<file path="src/rtl/fifo_read_packer.sv">
// ============================================================================
// fifo_read_packer: reads DATA_W words from a FIFO and packs PACK of them into
// one wide word for a ready/valid consumer. Option macro: FLUSH_TIMEOUT_EN.
// Revision: 1.0
// ============================================================================
`default_nettype none

module fifo_read_packer #(
  parameter int DATA_W  = 8,
  parameter int PACK    = 4,
  parameter int TIMEOUT = 16
) (
  input  logic                       clk,
  input  logic                       rst,
  input  logic                       en,
  input  logic                       valid,
  input  logic [DATA_W-1:0]          din,
  output logic                       read_en,
  output logic                       out_valid,
  input  logic                       out_ready,
  output logic [DATA_W*PACK-1:0]     dout,
  output logic [$clog2(PACK+1)-1:0]  out_cnt
);

  localparam int CNT_W = $clog2(PACK + 1);

  generate
    if (PACK < 2 || TIMEOUT < 1) begin : g_param_check
      $error("fifo_read_packer: PACK must be >= 2 and TIMEOUT >= 1");
    end
  endgenerate

  typedef enum logic [0:0] {
    FILL = 1'b0,
    SEND = 1'b1
  } state_t;

  state_t                   state_q, state_d;
  logic [CNT_W-1:0]         cnt_q, cnt_d;
  logic [CNT_W-1:0]         out_cnt_q, out_cnt_d;
  logic [DATA_W*PACK-1:0]   dout_q, dout_d;
  logic                     out_valid_q, out_valid_d;
  logic                     xfer;

  // Gated by reset so the FIFO is never popped while the packer is held in reset.
  assign read_en   = en & (state_q == FILL) & rst;
  assign xfer      = read_en & valid;
  assign out_valid = out_valid_q;
  assign dout      = dout_q;
  assign out_cnt   = out_cnt_q;

`ifdef FLUSH_TIMEOUT_EN
  localparam int IDLE_W = $clog2(TIMEOUT + 1);
  logic [IDLE_W-1:0] idle_q, idle_d;
`endif

  always_comb begin
    state_d     = state_q;
    cnt_d       = cnt_q;
    out_cnt_d   = out_cnt_q;
    dout_d      = dout_q;
    out_valid_d = out_valid_q;
`ifdef FLUSH_TIMEOUT_EN
    idle_d      = '0;
`endif
    case (state_q)
      FILL: begin
        if (xfer) begin
          dout_d[int'(cnt_q)*DATA_W +: DATA_W] = din;
          if (cnt_q == CNT_W'(PACK - 1)) begin
            state_d     = SEND;
            out_valid_d = 1'b1;
            out_cnt_d   = CNT_W'(PACK);
            cnt_d       = '0;
          end else begin
            cnt_d = cnt_q + CNT_W'(1);
          end
        end
`ifdef FLUSH_TIMEOUT_EN
        // A stalled partial group is pushed out once it has sat idle TIMEOUT cycles.
        else if (cnt_q != '0) begin
          if (idle_q == IDLE_W'(TIMEOUT - 1)) begin
            state_d     = SEND;
            out_valid_d = 1'b1;
            out_cnt_d   = cnt_q;
            cnt_d       = '0;
          end else begin
            idle_d = idle_q + IDLE_W'(1);
          end
        end
`endif
      end
      SEND: begin
        if (out_ready) begin
          state_d     = FILL;
          out_valid_d = 1'b0;
          dout_d      = '0;
          out_cnt_d   = '0;
        end
      end
      default: state_d = FILL;
    endcase
  end

  always_ff @(posedge clk) begin
    if (!rst) begin
      state_q     <= FILL;
      cnt_q       <= '0;
      out_cnt_q   <= '0;
      dout_q      <= '0;
      out_valid_q <= 1'b0;
`ifdef FLUSH_TIMEOUT_EN
      idle_q      <= '0;
`endif
    end else begin
      state_q     <= state_d;
      cnt_q       <= cnt_d;
      out_cnt_q   <= out_cnt_d;
      dout_q      <= dout_d;
      out_valid_q <= out_valid_d;
`ifdef FLUSH_TIMEOUT_EN
      idle_q      <= idle_d;
`endif
    end
  end

endmodule

`default_nettype wire

</file>
<file path="config.mk">
export PLATFORM = sky130hd
export DESIGN_NAME = fifo_read_packer
export DESIGN_NICKNAME = d
export VERILOG_FILES = /design/src/rtl/fifo_read_packer.sv
export SDC_FILE = /design/constraint.sdc
export NUM_CORES = 1
export LEC_CHECK = 0
export BUFFER_PORTS_ARGS = -buffer_cell sky130_fd_sc_hd__buf_2
export CORE_MARGIN = 2
export CORE_UTILIZATION = 46
export DETAILED_ROUTE_END_ITERATION = 8
export HOLD_SLACK_MARGIN = 0.06
export PLACE_DENSITY = 0.76
export SLEW_MARGIN = 30
export SYNTH_ARGS = -nofsm -noshare
export SYNTH_HDL_FRONTEND = slang
export SYNTH_SLANG_ARGS = --single-unit
</file>
<file path="constraint.sdc">
create_clock -name clk -period 2 [get_ports clk]
set_input_delay 0.2 -clock clk [delete_from_list [all_inputs] [get_ports clk]]
set_output_delay 0.2 -clock clk [all_outputs]
set_load 0.01 [all_outputs]
</file>
==> out/qor.yml, run 1 <==
row_count: 22
cp-start-kind: "flip-flop"
drive_gt1_frac: 0.320
drc: 0
synth-edff-count: 0
synth_cell_types: 39
max_freq_ghz: 0.544
place_hpwl_um: 2940
ys.warnings.count: 0
yosys.area.top_type: "dfxtp_1"
synth_cells: 179
hold_viol: 0
fin_crit_ns: 1.84
cts_sinks: 37
cts_hold_buf: 0
port_buffers: 47
numCtsBuffers: 5
ant_nets: 0
worst-path-max-fanout: 10
vdd_drop_max_mv: 0.420
crit_top_cell: "buf_4"
cellPowerDensity_nw_per_um2: 713
antenna_found_initial: 0
critical_path_class: "flip-flop to flip-flop"
cts_tree: "built"
cp_data_required_time_ns: 2.24
dr.pass1.iters: 4
power.leakage_nw: 0.921
drv_cap: 0
num_antenna_cells: 0
core_um2: 3660
rsz0062_at_grt: "false"
die-area_um2: 4300
routed_wl_um: 4090
clock_skew_ns: 0.00788
clkTransAtPathRegs_ns: 0.07
slowest_delay_ns: 0.40
clock_path_buffers: 2
syn_area_um2: 1740
netlist.area_leader.share: 0.425
path_cells: "inv_1, ha_1, ha_4, buf_4, nand4bb_1, nor3_2, buf_4, a31o_1"
ys_seq_elements: 37
netlist_top_cells_area: "dfxtp_1, nand3_1, mux2i_1, a22o_1, a311oi_1"
area_growth_pct: 22.2
crit_path_top_delay_cell: "dfxtp_2"
die_y_um: 65.6
fin_nets: 242
post-route-util: 0.582
final_cell_mix: "buf_2, dfxtp_1, nand3_1"
min_path_type: "primary input to flip-flop"
htree_levels: 2
vias: 1503
ys_seq_area_frac: 0.425
grt_pass1_vias: 1428
postCtsSetupRepairBufs: 0
final_common_cell: "buf_2"
finalSetupViolCount: 0
fin_setup_tns_ns: 0
grt_max_degree: 16
clk_latency_ns: 0.30
gr-total-overflow: 0
cts_root_buffer: "clkbuf_8"
critPathCaptureType: "flip-flop"
ios: 50
final_max_slew_viol_count: 0
fill_cells: 332
async_flop_share: 0
synthFlopType: "dfxtp_1"
finalCritPeriodShare: 0.919
dr.first_iter.drc_count: 77
start_util: 0.476
arrival_ns: 2.08
dieWidth_um: 65.6
grt_pass1_wl_um: 6860
drt-vias-per-instance: 5.51
syn_avg_cell_area_um2: 9.74
drt-wirelength-per-cell_um: 15.0
grt_usage: 0.212
place.gp.congestion: 0.833
status: "complete, no violations"
hold_slack_ns: 0.181
registers in the layout (all words and copies together), names as in the netlist:
signal   cells
out_cnt      1
cnt_q        3
state_q      1
dout        32
power breakdown:
group | total, mW | switching, mW | internal [mW]
Clock | 0.641 | 0.267 | 0.374
Sequential | 0.754 | 0.00685 | 0.747
Combinational | 0.124 | 0.0760 | 0.0478
per-stage QoR:
step	total power [mW]	instances	setup slack, ns	instance area (µm²)
floorplan	0.847	180	0.0372	1770
global placement	0.892	265	0.173	2020
detailed placement	0.893	265	0.0937	2020
CTS	1.53	273	0.0843	2130
global route	1.57	273	0.0406	2130
finish	1.52	273	0.161	2130
final timing paths:
| kind | startpoint | to | slack [ns] | depth (start not counted) |
|---|---|---|---|---|
| worst max-delay path | cnt_q[0] | dout[29] | 0.16 | 8 |
| worst min-delay path | din[1] | dout[1] | 0.18 | 2 |
| worst max register to register | cnt_q[0] | dout[29] | 0.16 | 8 |
| worst min register to register | dout[11] | dout[11] | 0.46 | 2 |
cells in the mapped netlist (all sizes together) (4+ instances only):
master and number:
buf 12, mux2i 8, o21ai 9, a22o 8, nand2 11, o211ai 8, nand3 19, a31o 8
inv 12, dfxtp 37, ha 5, a311oi 8, clkbuf 4
layout make-up:
| type | instances | area [µm²] | area share |
|---|---|---|---|
| Clock buffer | 6 | 72.6 | 0.0341 |
| Clock inverter | 2 | 38.8 | 0.0182 |
| Inverter | 12 | 45.0 | 0.0212 |
| Multi-Input combinational cell | 115 | 890 | 0.418 |
| Sequential cell | 37 | 743 | 0.349 |
| Tap cell | 48 | 60.1 | 0.0282 |
| Timing Repair Buffer | 53 | 280 | 0.132 |
metal layers:
layer | track usage | vias up | part of all wire
li1 | - | 742 | -
met1 | 0.270 | 705 | 0.46
met2 | 0.330 | 46 | 0.47
met3 | 0.0531 | 10 | 0.050
met4 | 0.112 | 0 | 0.026
met5 | 0 | - | 0
critical path, delay by kind of cell (launching register included):
kind / cells / cell delay, ns
AO/OA/AOI/OAI: 1 / 0.15
adder cells (fa/ha/maj): 2 / 0.56
buffers and inverters: 3 / 0.43
flip-flops: 1 / 0.40
AND/OR/NAND/NOR: 2 / 0.24
kinds of logic after synthesis:
family          share of synthesized area
compound gates                      0.235
fa+ha+maj                          0.0359
simple gates                        0.177
mux                                0.0459
buf+inv                            0.0797
flops                               0.425
other cells                       0.00215
timing repair:
| item | CTS | global route |
|---|---|---|
| gates resized for setup | 0 | 2 |
| endpoints found under the setup margin | 0 | 10 |
| hold endpoints to repair | 0 | 0 |
Note: power is estimated with default switching activity, not from simulation.
==> run 2, diff against run 1 <==
--- a/config.mk
+++ b/config.mk
@@ -10,8 +10,9 @@
 export CORE_UTILIZATION = 46
 export DETAILED_ROUTE_END_ITERATION = 8
 export HOLD_SLACK_MARGIN = 0.06
-export PLACE_DENSITY = 0.76
-export SLEW_MARGIN = 30
+export PLACE_DENSITY = 0.75
+export RECOVER_POWER = 25
+export SLEW_MARGIN = 20
 export SYNTH_ARGS = -nofsm -noshare
 export SYNTH_HDL_FRONTEND = slang
 export SYNTH_SLANG_ARGS = --single-unit
==> run 2 against run 1 <==
Total power is 7.8% higher. Clock skew is 0.0014 ns lower. Cell count stayed put. First-iteration DRC count is 17% lower. Worst hold slack worse by 0.0047 ns. Core utilization is 0.34 points higher. Worst setup slack worse by 0.076 ns. Critical endpoint is now dout[3]. Register-to-register slack worse by 0.08 ns. Via count is 0.27% higher. Non-clock buffer count stayed put. Largest cell class unchanged.
==> out/qor.yml, run 2 (synthesis results as in run 1) <==
power.leakage_nw: 0.861  # was 0.921 nW
dr.first_iter.drc_count: 64  # was 77
drive_gt1_frac: 0.244  # was 0.320
grt_pass1_wl_um: 6880  # was 6860 µm
place.gp.congestion: 0.838  # was 0.833
cellPowerDensity_nw_per_um2: 764  # was 713 nW/µm²
finalSetupViolCount: 0  # unchanged
final_common_cell: "dfxtp_1"  # was buf_2
port_buffers: 47  # unchanged
fill_cells: 335  # was 332
crit_path_top_delay_cell: "dfxtp_1"  # was dfxtp_2
drt-wirelength-per-cell_um: 15.5  # was 15.0 µm
final_cell_mix: "dfxtp_1, buf_2, nand3_1"  # was buf_2, dfxtp_1, nand3_1
place_hpwl_um: 3060  # was 2940 µm
cp_data_required_time_ns: 2.19  # was 2.24 ns
drc: 0  # unchanged
seq_area_um2: 742  # was 743 µm²
gr-total-overflow: 0  # unchanged
numCtsBuffers: 5  # unchanged
fin_setup_tns_ns: 0  # unchanged
worstHoldPathCells: 2  # unchanged
htree_levels: 2  # unchanged
area_growth_pct: 22.9  # was 22.2%
grt_max_degree: 15  # was 16
start_util: 0.476  # unchanged
cts_tree: "built"  # unchanged
max_freq_ghz: 0.522  # was 0.544 GHz
vdd_drop_max_mv: 0.591  # was 0.420 mV
ant_nets: 0  # unchanged
critPathCaptureType: "flip-flop"  # unchanged
clkTransAtPathRegs_ns: 0.08  # was 0.07 ns
arrival_ns: 2.10  # was 2.08 ns
fin_nets: 242  # unchanged
grt_usage: 0.211  # was 0.212
grt_pass1_vias: 1455  # was 1428
dieWidth_um: 65.6  # unchanged
core_um2: 3660  # unchanged
reg2reg_depth: 6  # was 8
die_y_um: 65.6  # unchanged
hold_viol: 0  # unchanged
antenna_found_initial: 0  # unchanged
num_antenna_cells: 0  # unchanged
largest_register_ffs: 32  # unchanged
routed_wl_um: 4220  # was 4090 µm
ios: 50  # unchanged
r2r_slack_ns: 0.09  # was 0.16 ns
path_cells: "inv_1, ha_1, ha_4, nor4b_4, a31oi_4, a22o_1"  # was inv_1, ha_1, ha_4, buf_4, nand4bb_1, nor3_2, buf_4, a31o_1
fin_crit_ns: 1.91  # was 1.84 ns
drv_cap: 0  # unchanged
min_path_type: "primary input to flip-flop"  # unchanged
status: "complete, no violations"  # unchanged
cts_root_buffer: "clkbuf_8"  # unchanged
final_area_um2: 2140  # was 2130 µm²
place_area_um2: 2010  # was 2020 µm²
layout_setup_ws_ns: 0.0850  # was 0.161 ns
clock_skew_ns: 0.00649  # was 0.00788 ns
dr.pass1.iters: 4  # unchanged
worst-path-max-fanout: 14  # was 10
critical_path_class: "flip-flop to flip-flop"  # unchanged
finalCritPeriodShare: 0.957  # was 0.919
final_max_slew_viol_count: 0  # unchanged
pre_cts_ws_ns: 0.0658  # was 0.0937 ns
drt-vias-per-instance: 5.52  # was 5.51
clk_latency_ns: 0.29  # was 0.30 ns
multi_input_area_um2: 890  # unchanged
fin_total_pwr_mw: 1.64  # was 1.52 mW
cp-start-kind: "flip-flop"  # unchanged
rsz0062_at_grt: "false"  # unchanged
cts_sinks: 37  # unchanged
die-area_um2: 4300  # unchanged
row_count: 22  # unchanged
vias: 1507  # was 1503
clock_path_buffers: 2  # unchanged
post-route-util: 0.585  # was 0.582
slowest_delay_ns: 0.42  # was 0.40 ns
[run 2: changes by cell type in the layout (fill, tap and decap cells not counted), sizes merged]
cell | before | now
clkbuf | 6 | 22
bufinv | 1 | 2
buf | 53 | 36
[run 2: metal layers]
metal | up-vias | track usage | wire length (µm)
met3 | 5 | 0.0394 | 266
met4 | 0 | 0.0885 | 44
met5 | - | 0 | 0
met2 | 52 | 0.357 | 2060
li1 | 746 | - | -
met1 | 704 | 0.263 | 1850
[run 2: area by class of cell]
type                            count  share of cell area
Clock inverter                      3              0.0304
Tap cell                           48              0.0280
Timing Repair Buffer               53               0.127
Clock buffer                        5              0.0321
Inverter                           12              0.0210
Sequential cell                    37               0.346
Multi-Input combinational cell    115               0.415
[run 2: critical path, delay by kind of cell, from the launching register on]
family	cells	cell delay [ns]
adders and majority gates	2	0.51
AOI/OAI and AO/OA	2	0.45
DFF	1	0.42
and+or+nand+nor	1	0.33
buffers and inverters	1	0.10
[run 2: path summary, 6_finish.rpt]
| check | from | to |
|---|---|---|
| setup / recovery | cnt_q[1] | dout[3] |
| hold / removal | din[1] | dout[1] |
| setup reg to reg | cnt_q[1] | dout[3] |
| hold reg to reg | dout[14] | dout[14] |
[run 2: what timing repair did]
item,4_1_cts,5_1_grt
setup endpoints to repair,0,13
setup buffers,0,1
hold buffers,0,0
gates resized for setup,0,1
[run 2: where the power goes]
group	switching (mW)	internal (mW)
combinational	0.0762	0.0470
sequential	0.00737	0.747
clock	0.265	0.495
total	0.348	1.29
[run 2: per-stage QoR]
| step | hold slack [ns] | std cells |
|---|---|---|
| detailed placement | 0.454 | 264 |
| global route | 0.181 | 273 |
| CTS | 0.175 | 272 |
| floorplan | 0.326 | 180 |
| finish | 0.176 | 273 |
| global placement | 0.443 | 264 |
